[config.mk]
export PLATFORM = sky130hd
export DESIGN_NAME = mem_port_arbiter
export DESIGN_NICKNAME = d
export VERILOG_FILES = /design/src/rtl/mem_port_arbiter.sv
export SDC_FILE = /design/constraint.sdc
export NUM_CORES = 1
export LEC_CHECK = 0
export BUFFER_PORTS_ARGS = -buffer_cell sky130_fd_sc_hd__clkbuf_2
export CAP_MARGIN = 0
export CORE_ASPECT_RATIO = 0.6
export CORE_MARGIN = 2
export CORE_UTILIZATION = 50
export DETAILED_ROUTE_END_ITERATION = 6
export PLACE_DENSITY_LB_ADDON = 0.08
export SETUP_SLACK_MARGIN = 0.3
export SYNTH_ARGS = -nofsm -noshare
export SYNTH_HDL_FRONTEND = slang
export SYNTH_SLANG_ARGS = --single-unit
[constraint.sdc]
create_clock -name clk -period 5.25 [get_ports clk]
set_input_delay 0.7875 -clock clk [delete_from_list [all_inputs] [get_ports clk]]
set_output_delay 0.7875 -clock clk [all_outputs]
set_load 0.005 [all_outputs]
[src/rtl/mem_port_arbiter.sv]
// mem_port_arbiter
//   Shares one external memory port between the fetch unit (i_*) and the
//   load/store unit (d_*). Only one transaction is outstanding on the port at
//   a time. When both units request, data is granted, but only up to MAX_DWIN
//   consecutive times while fetch waits. The next grant then goes to fetch.
//   Misaligned requests are rejected without touching the port. A port
//   transaction that gets no m_ack within TIMEOUT cycles is aborted.
//
// Ports
//   clk, rst                      clock (rising edge), synchronous active-high reset
//   i_req, i_addr                 fetch request. Held until i_ack or i_err.
//   i_rdata, i_ack, i_err         fetch response. Each pulse lasts one cycle.
//   d_req, d_we, d_size, d_addr,  data request (size 00 word, 01 half, 1x byte).
//   d_wdata                       Held until d_ack or d_err.
//   d_rdata, d_ack, d_err         data response. Load data is zero-extended.
//   m_req, m_we, m_size, m_addr,  memory port request. Registered, and held
//   m_wdata                       stable while the transaction is outstanding.
//   m_rdata, m_ack                memory port response.
module mem_port_arbiter #(
  parameter int AW       = 32,
  parameter int DW       = 32,
  parameter int MAX_DWIN = 4,
  parameter int TIMEOUT  = 255
) (
  input  logic          clk,
  input  logic          rst,
  input  logic          i_req,
  input  logic [AW-1:0] i_addr,
  output logic [DW-1:0] i_rdata,
  output logic          i_ack,
  output logic          i_err,
  input  logic          d_req,
  input  logic          d_we,
  input  logic [1:0]    d_size,
  input  logic [AW-1:0] d_addr,
  input  logic [DW-1:0] d_wdata,
  output logic [DW-1:0] d_rdata,
  output logic          d_ack,
  output logic          d_err,
  output logic          m_req,
  output logic          m_we,
  output logic [1:0]    m_size,
  output logic [AW-1:0] m_addr,
  output logic [DW-1:0] m_wdata,
  input  logic [DW-1:0] m_rdata,
  input  logic          m_ack
);

  typedef enum logic [1:0] {IDLE, IBUS, DBUS, RESP} state_t;

  localparam logic [3:0] MAX_DWIN_C = 4'(MAX_DWIN);
  localparam logic [7:0] WAIT_LAST  = 8'(TIMEOUT - 1);

  state_t        state_reg;
  logic [3:0]    dwin_cnt_reg;
  logic [7:0]    wait_cnt_reg;
  logic          m_req_reg;
  logic          m_we_reg;
  logic [1:0]    m_size_reg;
  logic [AW-1:0] m_addr_reg;
  logic [DW-1:0] m_wdata_reg;
  logic [DW-1:0] i_rdata_reg;
  logic [DW-1:0] d_rdata_reg;
  logic          i_ack_reg;
  logic          i_err_reg;
  logic          d_ack_reg;
  logic          d_err_reg;

  // A requester whose ack/err is showing this cycle has just been served.
  // Its still-high request is not treated as a new request until the next cycle.
  logic i_pend;
  logic d_pend;
  logic d_wins;
  logic d_misaligned;
  logic i_misaligned;

  assign i_pend = i_req && !i_ack_reg && !i_err_reg;
  assign d_pend = d_req && !d_ack_reg && !d_err_reg;
  assign d_wins = d_pend && (!i_pend || (dwin_cnt_reg < MAX_DWIN_C));

  assign d_misaligned = ((d_size == 2'b00) && (d_addr[1:0] != 2'b00)) ||
                        ((d_size == 2'b01) && d_addr[0]);
  assign i_misaligned = (i_addr[1:0] != 2'b00);

  // Zero-extend load data according to the size of the outstanding access.
  // Bits 7:0 are always kept. Bits 15:8 are kept for half and word.
  // Everything above bit 15 is kept only for word.
  logic [DW-1:0] load_data;
  for (genvar gi = 0; gi < DW; gi++) begin : g_ext
    if (gi < 8) begin : g_byte
      assign load_data[gi] = m_rdata[gi];
    end else if (gi < 16) begin : g_half
      assign load_data[gi] = m_rdata[gi] & ~m_size_reg[1];
    end else begin : g_word
      assign load_data[gi] = m_rdata[gi] & (m_size_reg == 2'b00);
    end
  end

  always_ff @(posedge clk) begin
    if (rst) begin
      state_reg    <= IDLE;
      dwin_cnt_reg <= '0;
      wait_cnt_reg <= '0;
      m_req_reg    <= 1'b0;
      m_we_reg     <= 1'b0;
      m_size_reg   <= '0;
      m_addr_reg   <= '0;
      m_wdata_reg  <= '0;
      i_rdata_reg  <= '0;
      d_rdata_reg  <= '0;
      i_ack_reg    <= 1'b0;
      i_err_reg    <= 1'b0;
      d_ack_reg    <= 1'b0;
      d_err_reg    <= 1'b0;
    end else begin
      // Response strobes are single-cycle pulses.
      i_ack_reg <= 1'b0;
      i_err_reg <= 1'b0;
      d_ack_reg <= 1'b0;
      d_err_reg <= 1'b0;
      case (state_reg)
        IDLE: begin
          wait_cnt_reg <= '0;
          if (d_wins) begin
            if (d_misaligned) begin
              d_err_reg <= 1'b1;
            end else begin
              m_req_reg   <= 1'b1;
              m_we_reg    <= d_we;
              m_size_reg  <= d_size;
              m_addr_reg  <= d_addr;
              m_wdata_reg <= d_wdata;
              state_reg   <= DBUS;
              // Count only the data grants that made a waiting fetch wait longer.
              if (i_pend) begin
                dwin_cnt_reg <= dwin_cnt_reg + 4'd1;
              end
            end
          end else if (i_pend) begin
            if (i_misaligned) begin
              i_err_reg <= 1'b1;
            end else begin
              m_req_reg    <= 1'b1;
              m_we_reg     <= 1'b0;
              m_size_reg   <= 2'b00;
              m_addr_reg   <= i_addr;
              m_wdata_reg  <= '0;
              state_reg    <= IBUS;
              dwin_cnt_reg <= '0;
            end
          end
        end
        IBUS, DBUS: begin
          if (m_ack) begin
            m_req_reg <= 1'b0;
            state_reg <= RESP;
            if (state_reg == IBUS) begin
              i_rdata_reg <= m_rdata;
              i_ack_reg   <= 1'b1;
            end else begin
              d_rdata_reg <= load_data;
              d_ack_reg   <= 1'b1;
            end
          end else if (wait_cnt_reg == WAIT_LAST) begin
            // The port cycle that just ended was the last one allowed.
            m_req_reg <= 1'b0;
            state_reg <= IDLE;
            if (state_reg == IBUS) begin
              i_err_reg <= 1'b1;
            end else begin
              d_err_reg <= 1'b1;
            end
          end else begin
            wait_cnt_reg <= wait_cnt_reg + 8'd1;
          end
        end
        RESP: begin
          state_reg <= IDLE;
        end
        default: begin
          state_reg <= IDLE;
        end
      endcase
    end
  end

  assign m_req   = m_req_reg;
  assign m_we    = m_we_reg;
  assign m_size  = m_size_reg;
  assign m_addr  = m_addr_reg;
  assign m_wdata = m_wdata_reg;
  assign i_rdata = i_rdata_reg;
  assign d_rdata = d_rdata_reg;
  assign i_ack   = i_ack_reg;
  assign i_err   = i_err_reg;
  assign d_ack   = d_ack_reg;
  assign d_err   = d_err_reg;

endmodule

==> impl_metrics.py, run 1 <==
metrics = {
    "die": {
        "die_h_um": 87.8,
        "num_rows": 30,
        "start_util_pct": 51.5,
        "die_area_um2": 12600,
        "coreArea_um2": 11400,
        "pin_count": 272,
        "die_x_um": 144,
    },
    "worst_setup_path": {
        "cp_max_fo": 37,
        "path_delay_family": "simple AND/OR/NAND/NOR gates",
        "worst_setup_path_end_kind": "register",
        "critical_path_class": "input port to register",
        "path_cells": "clkbuf_2 -> nor3b_2 -> o21ai_4 -> o22ai_4 -> buf_4 -> and2_2 -> a311oi_2",
        "cp.arrival_ns": 3.26,
        "crit_buf_inv": 2,
        "required_ns": 5.48,
        "cpPeakStageDelay_ns": 0.86,
        "crit_path_start_kind": "input port",
        "crit_slowest_cell": "and2_2",
    },
    "synthesis": {
        "synth_top_flop_cell": "dfxtp_1",
        "synth.avg_cell_area_um2": 9.35,
        "ys_ff_latch": 150,
        "synth-async-reset-ratio_pct": 0,
        "syn_inst": 626,
        "synth_fp_nets": 769,
        "synth_common_cells": "nand2_1 (158), dfxtp_1 (150), a21oi_1 (82)",
        "yosysMostFrequentCell": "nand2_1",
        "syn_area_um2": 5850,
        "ys_types": 42,
        "yosysWarnings": 0,
        "synth.yosys.seq_area_share_pct": 51.3,
        "synth-edff-count": 0,
        "ys_top_cells_by_area": "dfxtp_1 (51%), nand2_1 (10%), a22o_1 (8.4%)",
        "synth_top_area_cell": "dfxtp_1",
        "synth.top_cell.area_share_pct": 51.3,
    },
    "sta": {
        "finClkSkew_ns": 0.0103,
        "final_hold_viol_count": 0,
        "finalCritPeriodShare_pct": 57.8,
        "worstMarginPinSlew_ns": 1.15,
        "fmax_mhz": 330,
        "max_slew_margin_pct": 23.0,
        "final-setup-viol-count": 0,
        "rsz0062_at_grt": "false",
        "post-route-min-period_ns": 3.03,
        "setup_tns_ns": 0,
        "drv_slew": 0,
    },
    "finish": {
        "fin_nets": 1019,
        "n_antenna_cell": 0,
        "final_util_pct": 69.2,
        "fillers": 954,
        "drive_gt1_share_pct": 39.5,
        "area_delta_synth_final_pct": 34.4,
    },
    "cts": {
        "h-tree-depth": 4,
        "worst_skew_pair.late_latency_ns": 0.41,
        "cts_buffer_depth": 2,
        "clock_sinks": 150,
        "cts.clk_slew.worst_paths_ns": 0.06,
        "cts-resized-gates": 0,
        "cts_hold_buffers": 0,
        "cts_buffers": 17,
        "cts_tree": "done",
        "cts_setup_buffers": 0,
        "clockRootBuffer": "clkbuf_16",
    },
    "job": {
        "max_cap_violations": 0,
    },
    "pwr": {
        "p_seq_share_pct": 37.6,
        "powerDensity_nw_per_um2": 510,
        "sw_frac_of_total_pct": 35.0,
        "p_int_mw": 2.60,
        "p_leak_nw": 3.53,
        "clkPwrFrac_pct": 30.7,
        "vdd_drop_max_mv": 0.306,
        "comb_power_share_pct": 31.7,
        "p_sw_mw": 1.40,
    },
    "outcome": {
        "status": "completed",
    },
    "global_route": {
        "grt_usage_pct": 26.9,
        "grt_pass1_vias": 5423,
        "grt_max_degree": 58,
        "grt_pass1_wl_mm": 26.6,
        "grt-ovfl-total": 0,
        "antenna_found_initial": 0,
    },
    "drt": {
        "drt_iter0_markers": 365,
        "avgViaCountPerCell": 5.45,
        "drc_errors": 0,
        "ant_nets": 0,
        "firstDrtPassIters": 5,
        "wl_per_cell_um": 16.7,
        "vias": 5713,
        "wl_mm": 17.5,
    },
    "hold_path": {
        "min_path_type": "register to register",
    },
    "place": {
        "dp_hpwl_mm": 12.6,
        "port_buffers": 271,
        "place_congestion": 0.875,
    },
}
[per-layer routing]
| metal | vias to the layer above | part of all wire, % | GRT usage, % |
|---|---|---|---|
| met4 | 0 | 2.2 | 9.27 |
| met2 | 255 | 49 | 47.1 |
| met3 | 31 | 8.4 | 8.04 |
| met1 | 2698 | 41 | 31.8 |
| met5 | - | 0 | 0 |
| li1 | 2729 | - | - |
[power by group through the flow]
stage | clock network (mW) | logic (mW) | registers [mW]
2_1_floorplan | 0 | 0.802 | 1.52
4_1_cts | 1.24 | 1.27 | 1.51
6_report | 1.23 | 1.27 | 1.51
3_3_place_gp | 0 | 1.21 | 1.52
3_5_place_dp | 0 | 1.26 | 1.53
5_1_grt | 1.30 | 1.39 | 1.53
[cell type report]
| class | instances | area (um^2) | area share [%] |
|---|---|---|---|
| Clock inverter | 14 | 163 | 2.07 |
| Timing Repair Buffer | 280 | 1430 | 18.1 |
| Tap cell | 160 | 200 | 2.55 |
| Inverter | 6 | 22.5 | 0.286 |
| Sequential cell | 150 | 3000 | 38.2 |
| Multi-Input combinational cell | 421 | 2610 | 33.2 |
| Clock buffer | 18 | 439 | 5.58 |
[placed cells by master (no fill, tap or decap), types with 3 or more instances in the layout]
| master | synthesis | final |
|---|---|---|
| clkbuf_2 | 0 | 270 |
| nand2_1 | 158 | 158 |
| dfxtp_1 | 150 | 150 |
| a21oi_1 | 82 | 82 |
| a22o_1 | 56 | 56 |
| a311oi_2 | 30 | 30 |
| nor2_1 | 19 | 19 |
| clkbuf_16 | 0 | 17 |
| nand3_1 | 10 | 10 |
| buf_4 | 0 | 10 |
| nor3_1 | 10 | 9 |
| ha_1 | 7 | 7 |
| inv_6 | 0 | 6 |
| inv_1 | 5 | 5 |
| nand2b_1 | 5 | 5 |
| and3_1 | 4 | 4 |
| clkinvlp_4 | 0 | 4 |
| xor2_1 | 3 | 3 |
| nand4_1 | 3 | 3 |
| mux2_1 | 3 | 3 |
[stage by stage]
stage	hold slack, ns	total power, mW	setup WS [ns]	area (um^2)	cells
after floorplan	0.448	2.33	3.00	5850	626
after global placement	0.443	2.73	1.91	7260	1017
after detailed placement	0.450	2.78	1.82	7260	1017
after CTS	0.458	4.02	2.25	7870	1049
after global routing	0.472	4.22	2.08	7870	1049
final	0.456	4.01	2.22	7870	1049
[path summary, 6_finish.rpt]
| check | depth (start not counted) | slack, ns | endpoint | start |
|---|---|---|---|---|
| hold reg to reg | 2 | 0.46 | d_rdata[21] | d_rdata[21] |
| hold / removal | 2 | 0.46 | d_rdata[21] | d_rdata[21] |
| setup / recovery | 7 | 2.22 | m_addr[25] | d_req |
| setup reg to reg | 6 | 2.32 | m_addr[25] | d_err |
[worst min-delay path, stage by stage, from the launching register on]
cell and delay (ns):
dfxtp_1 0.31, nand2_1 0.05, a21oi_1 0.05
[cell families (layout without fill, tap and decap cells)]
| kind of cell | Yosys count | in the layout | share of synthesized area (%) |
|---|---|---|---|
| fa+ha+maj | 7 | 7 | 1.50 |
| compound gates | 186 | 186 | 25.8 |
| buf+inv | 55 | 318 | 4.19 |
| simple gates | 221 | 221 | 16.0 |
| flops | 150 | 150 | 51.3 |
| xor+xnor | 3 | 3 | 0.449 |
| mux | 4 | 4 | 0.748 |
No activity file was read; power rests on OpenSTA's default activity.
==> run 2, diff against run 1 <==
--- a/config.mk
+++ b/config.mk
@@ -5,11 +5,12 @@
 export SDC_FILE = /design/constraint.sdc
 export NUM_CORES = 1
 export LEC_CHECK = 0
+export ABC_AREA = 1
 export BUFFER_PORTS_ARGS = -buffer_cell sky130_fd_sc_hd__clkbuf_2
 export CAP_MARGIN = 0
 export CORE_ASPECT_RATIO = 0.6
 export CORE_MARGIN = 2
-export CORE_UTILIZATION = 50
+export CORE_UTILIZATION = 48
 export DETAILED_ROUTE_END_ITERATION = 6
 export PLACE_DENSITY_LB_ADDON = 0.08
 export SETUP_SLACK_MARGIN = 0.3
==> constraint.sdc (replaced) <==
create_clock -name clk -period 3.15 [get_ports clk]
set_input_delay 0.4725 -clock clk [delete_from_list [all_inputs] [get_ports clk]]
set_output_delay 0.4725 -clock clk [all_outputs]
set_load 0.005 [all_outputs]
==> impl_metrics.py, run 2 <==
metrics = {
    "outcome": {
        "status": "completed",
    },
    "die": {
        "die_h_um": 92.5,
        "num_rows": 32,
        "pin_count": 272,
        "start_util_pct": 49.0,
        "coreArea_um2": 12800,
        "die_area_um2": 14000,
        "die_x_um": 151,
    },
    "global_route": {
        "grt_pass1_vias": 5807,
        "met3_usage_pct": 7.54,
        "grt_max_degree": 71,
        "grt_pass1_wl_mm": 27.8,
        "grt-ovfl-total": 0,
        "use_met2_pct": 38.7,
        "busiest_layer": "met2",
        "use_met1_pct": 33.1,
        "grt_usage_pct": 24.8,
        "antenna_found_initial": 0,
    },
    "drt": {
        "wl_mm": 17.6,
        "drc_errors": 0,
        "vias": 6396,
        "drt_iter0_markers": 319,
        "ant_nets": 0,
        "avgViaCountPerCell": 5.00,
        "firstDrtPassIters": 5,
        "wl_per_cell_um": 13.8,
    },
    "hold_path": {
        "whs_path_depth": 3,
        "hold_end": "d_rdata[6]",
        "min-delay-start": "m_rdata[6]",
        "min_path_type": "input port to register",
    },
    "sta": {
        "fmax_mhz": 459,
        "post-route-min-period_ns": 2.18,
        "worstMarginPinSlew_ns": 1.13,
        "setup_tns_ns": 0,
        "drv_slew": 0,
        "final_hold_viol_count": 0,
        "rsz0062_at_grt": "false",
        "max_slew_margin_pct": 24.5,
        "hold_slack_ns": 0.301,
        "final-setup-viol-count": 0,
        "finalCritPeriodShare_pct": 69.1,
        "finClkSkew_ns": 0.00956,
    },
    "synthesis": {
        "syn_area_um2": 6260,
        "synth.yosys.seq_area_share_pct": 47.9,
        "synth_top_area_cell": "dfxtp_1",
        "yosysWarnings": 0,
        "yosysMostFrequentCell": "nand2_1",
        "synth.top_cell.area_share_pct": 47.9,
        "synth-async-reset-ratio_pct": 0,
        "ys_ff_latch": 150,
        "ys_top_cells_by_area": "dfxtp_1 (48%), nand2_1 (11%), a21oi_1 (8.2%)",
        "synth-edff-count": 0,
        "synth_common_cells": "nand2_1 (191), dfxtp_1 (150), nor2_1 (136)",
        "synth_fp_nets": 999,
        "syn_inst": 856,
        "synth_top_flop_cell": "dfxtp_1",
        "synth.avg_cell_area_um2": 7.32,
        "ys_types": 28,
    },
    "finish": {
        "drive_gt1_share_pct": 29.9,
        "n_antenna_cell": 0,
        "seq_area_um2": 3000,
        "final_common_cell": "clkbuf_2",
        "area_delta_synth_final_pct": 31.6,
        "stdcell_area_um2": 8250,
        "fin_nets": 1238,
        "final_cell_mix": "clkbuf_2 (271), nand2_1 (191), dfxtp_1 (150)",
        "multi_input_area_um2": 2850,
        "final_util_pct": 64.6,
        "fillers": 1196,
    },
    "cts": {
        "h-tree-depth": 4,
        "cts_buffer_depth": 2,
        "cts.clk_slew.worst_paths_ns": 0.06,
        "cts_setup_buffers": 0,
        "cts_tree": "done",
        "clockRootBuffer": "clkbuf_16",
        "cts-resized-gates": 0,
        "cts_buffers": 17,
        "clock_sinks": 150,
        "cts_hold_buffers": 0,
        "worst_skew_pair.late_latency_ns": 0.41,
    },
    "pwr": {
        "comb_power_share_pct": 29.7,
        "clkPwrFrac_pct": 32.2,
        "powerDensity_nw_per_um2": 789,
        "p_leak_nw": 3.89,
        "p_sw_mw": 2.23,
        "vdd_drop_max_mv": 0.590,
        "sw_frac_of_total_pct": 34.2,
        "p_seq_share_pct": 38.2,
        "p_int_mw": 4.28,
    },
    "worst_setup_path": {
        "reg2reg_to": "dwin_cnt_reg[0]",
        "ff2ff_path_depth": 9,
        "cp_max_fo": 70,
        "crit_path_start_kind": "register",
        "critical_path_class": "register to register",
        "cp.arrival_ns": 2.52,
        "required_ns": 3.49,
        "rrSetupSlack_ns": 0.97,
        "worst_setup_path_end_kind": "register",
        "regToRegStartpoint": "state_reg[1]",
    },
    "place": {
        "dp_hpwl_mm": 11.9,
        "place_area_um2": 7630,
        "place_congestion": 0.803,
        "port_buffers": 271,
    },
    "job": {
        "max_cap_violations": 0,
    },
}
==> run 2: worst max path at each step <==
stage	start	endpoint	depth (start not counted)
after floorplan	state_reg[0]	wait_cnt_reg[5]	9
after global placement	i_req	m_addr[20]	10
after detailed placement	i_req	m_addr[24]	10
after CTS	dwin_cnt_reg[2]	m_addr[24]	9
after global routing	dwin_cnt_reg[2]	m_addr[24]	9
final	state_reg[1]	dwin_cnt_reg[0]	9
==> run 2: cell families (layout without fill, tap and decap cells) <==
family / count (synthesis) / after routing / share of synthesized area (%)
and+or+nand+nor: 421 / 421 / 28.7
buffers and inverters: 91 / 343 / 6.61
DFF: 150 / 150 / 47.9
adders and majority gates: 7 / 7 / 1.40
AOI/OAI and AO/OA: 184 / 184 / 15.0
xor gates and xnor gates: 3 / 3 / 0.419
==> run 2: worst max-delay path, cell delays in order (launching register included) <==
cell and delay [ns]:
dfxtp_1 0.32, inv_1 0.11, ha_1 0.31, inv_1 0.13
a21oi_4 0.16, buf_4 0.61, nand3_2 0.21, nand2_1 0.11
nand2_1 0.06, nor2_1 0.09
==> run 2: through the flow <==
| step | power, mW | instances | setup WS [ns] |
|---|---|---|---|
| after floorplan | 3.74 | 856 | 1.49 |
| after global placement | 4.43 | 1246 | 0.896 |
| after detailed placement | 4.45 | 1246 | 0.802 |
| after CTS | 6.55 | 1278 | 0.984 |
| after global routing | 6.92 | 1278 | 0.743 |
| final | 6.51 | 1278 | 0.974 |
==> run 2: area by class of cell <==
cell class	instances	share of cell area (%)
clock inverter	13	2.06
sequential	150	36.4
inverter	31	1.43
tap	170	2.58
multi-input combinational	615	34.6
clock buffer	19	5.37
timing repair buffer	280	17.6
==> run 2: layer usage <==
metal / vias up / part of all wire (%)
li1: 3303 / -
met1: 2860 / 47
met2: 205 / 44
met3: 28 / 7.8
met4: 0 / 1.8
met5: - / 0
==> run 2: power groups by stage <==
stage	registers (mW)	logic [mW]	clock network [mW]
after floorplan	2.53	1.20	0
after detailed placement	2.52	1.94	0
final	2.48	1.93	2.09
after CTS	2.48	1.94	2.12
after global routing	2.53	2.19	2.21
after global placement	2.51	1.92	0
==> run 3, diff against run 2 <==
--- a/config.mk
+++ b/config.mk
@@ -10,7 +10,7 @@
 export CAP_MARGIN = 0
 export CORE_ASPECT_RATIO = 0.6
 export CORE_MARGIN = 2
-export CORE_UTILIZATION = 48
+export CORE_UTILIZATION = 43
 export DETAILED_ROUTE_END_ITERATION = 6
 export PLACE_DENSITY_LB_ADDON = 0.08
 export SETUP_SLACK_MARGIN = 0.3
==> constraint.sdc (replaced) <==
create_clock -name clk -period 1.9 [get_ports clk]
set_input_delay 0.285 -clock clk [delete_from_list [all_inputs] [get_ports clk]]
set_output_delay 0.285 -clock clk [all_outputs]
set_load 0.005 [all_outputs]
==> impl_metrics.py, run 3 (same netlist as run 2, synthesis figures left out) <==
metrics = {
    "global_route": {
        "use_met2_pct": 36.8,
        "antenna_found_initial": 0,
        "grt_pass1_wl_mm": 30.5,
        "use_met1_pct": 33.9,
        "busiest_layer": "met2",
        "grt_usage_pct": 24.0,
        "grt_pass1_vias": 6081,
        "grt_max_degree": 68,
        "grt-ovfl-total": 0,
        "met3_usage_pct": 4.99,
    },
    "worst_setup_path": {
        "required_ns": 2.24,
        "worst_setup_path_end_kind": "register",
        "crit_path_start_kind": "register",
        "cp_max_fo": 6,
        "critical_path_class": "register to register",
        "cp.arrival_ns": 1.91,
    },
    "pwr": {
        "powerDensity_nw_per_um2": 1360,
        "p_leak_nw": 4.18,
        "power_mw": 12.1,
        "vdd_drop_max_mv": 0.492,
    },
    "cts": {
        "cts_buffers": 17,
        "h-tree-depth": 4,
        "cts_buffer_depth": 2,
        "worst_skew_pair.late_latency_ns": 0.42,
        "clockRootBuffer": "clkbuf_16",
        "clock_sinks": 150,
        "cts.clk_slew.worst_paths_ns": 0.06,
        "cts_tree": "done",
    },
    "die": {
        "die_h_um": 97.5,
        "die_area_um2": 15600,
        "num_rows": 34,
        "start_util_pct": 43.6,
        "pin_count": 272,
        "die_x_um": 160,
        "coreArea_um2": 14400,
    },
    "outcome": {
        "status": "completed",
    },
    "job": {
        "max_cap_violations": 0,
    },
    "drt": {
        "ant_nets": 0,
        "wl_per_cell_um": 15.2,
        "wl_mm": 20.3,
        "firstDrtPassIters": 5,
        "avgViaCountPerCell": 5.01,
        "drc_errors": 0,
        "drt_iter0_markers": 536,
        "vias": 6698,
    },
    "finish": {
        "final_cell_mix": "clkbuf_2 (271), nand2_1 (186), dfxtp_1 (143)",
        "final_common_cell": "clkbuf_2",
        "fin_nets": 1271,
        "stdcell_area_um2": 8930,
        "drive_gt1_share_pct": 33.8,
        "n_antenna_cell": 0,
        "area_delta_synth_final_pct": 42.5,
    },
    "place": {
        "place_congestion": 0.805,
        "place_area_um2": 7810,
        "dp_hpwl_mm": 12.9,
        "port_buffers": 271,
    },
    "sta": {
        "post-route-min-period_ns": 1.57,
        "rsz0062_at_grt": "true",
        "drv_slew": 0,
        "finClkSkew_ns": 0.0102,
        "final_hold_viol_count": 0,
        "worstMarginPinSlew_ns": 0.370,
        "max_slew_margin_pct": 75.3,
        "final-setup-viol-count": 0,
        "finalCritPeriodShare_pct": 82.7,
        "fmax_mhz": 637,
        "setup_tns_ns": 0,
    },
    "hold_path": {
        "min_path_type": "input port to register",
    },
}
==> run 3: changes by cell type in the layout (fill, tap and decap cells not counted), moves of 4 or more <==
cell,before,now
nand2_1,191,186
inv_4,0,4
dfxtp_2,0,4
o21ai_0,78,57
buf_6,0,5
dfxtp_1,150,143
buf_12,2,8
o21ai_1,0,21
inv_1,27,23
buf_4,7,21
==> run 3: worst paths after layout <==
path,start,end,slack (ns),cells after the start
max reg2reg,state_reg[0],wait_cnt_reg[1],0.33,8
min,m_rdata[3],d_rdata[3],0.10,3
min reg2reg,dwin_cnt_reg[3],dwin_cnt_reg[3],0.44,2
max,state_reg[0],wait_cnt_reg[1],0.33,8
==> run 3: repair_timing <==
action / 4_1_cts / 5_1_grt
hold buffers: 0 / 0
gates resized for setup: 11 / 57
buffers inserted: 2 / 14
gates cloned: 2 / 6
endpoints found under the setup margin: 50 / 101
pin swaps: 4 / 12
==> run 3: metal layers <==
layer / part of all wire [%] / up-vias
met1: 49 / 3078
li1: - / 3379
met2: 44 / 218
met4: 1.3 / 0
met3: 5.4 / 23
met5: 0 / -
==> run 3: report_power, final <==
part	total [mW]	switching, mW	leakage [nW]	internal, mW
clock network	3.72	1.36	0.318	2.35
registers	4.13	0.344	1.23	3.78
logic	4.25	2.37	2.63	1.88
==> run 3: final cells by class <==
cell class	instances	area, um^2
clock buffers	18	429
clock inverters	13	219
fillers	1403	5450
inverters	31	126
multi-input cells	615	2960
flip-flops and latches	150	3020
well taps	198	248
repair buffers	313	1930
==> run 3: worst max-delay path, stage by stage (launching register included) <==
cell and delay, ns:
dfxtp_4 0.36, inv_4 0.05, ha_4 0.30, inv_4 0.05, nor2_4 0.11, nand2_4 0.09, buf_4 0.14, or2_2 0.27
a21oi_1 0.14
==> run 3: stage by stage <==
step                utilization [%]  setup WS, ns  hold slack [ns]  instances
floorplan                         -         0.345            0.419        856
finish                         62.1         0.329            0.104       1338
global route                   62.1         0.243            0.116       1338
detailed placement             54.3        0.0953            0.429       1283
CTS                            59.5         0.297           0.0943       1318
global placement               54.3         0.187            0.433       1283
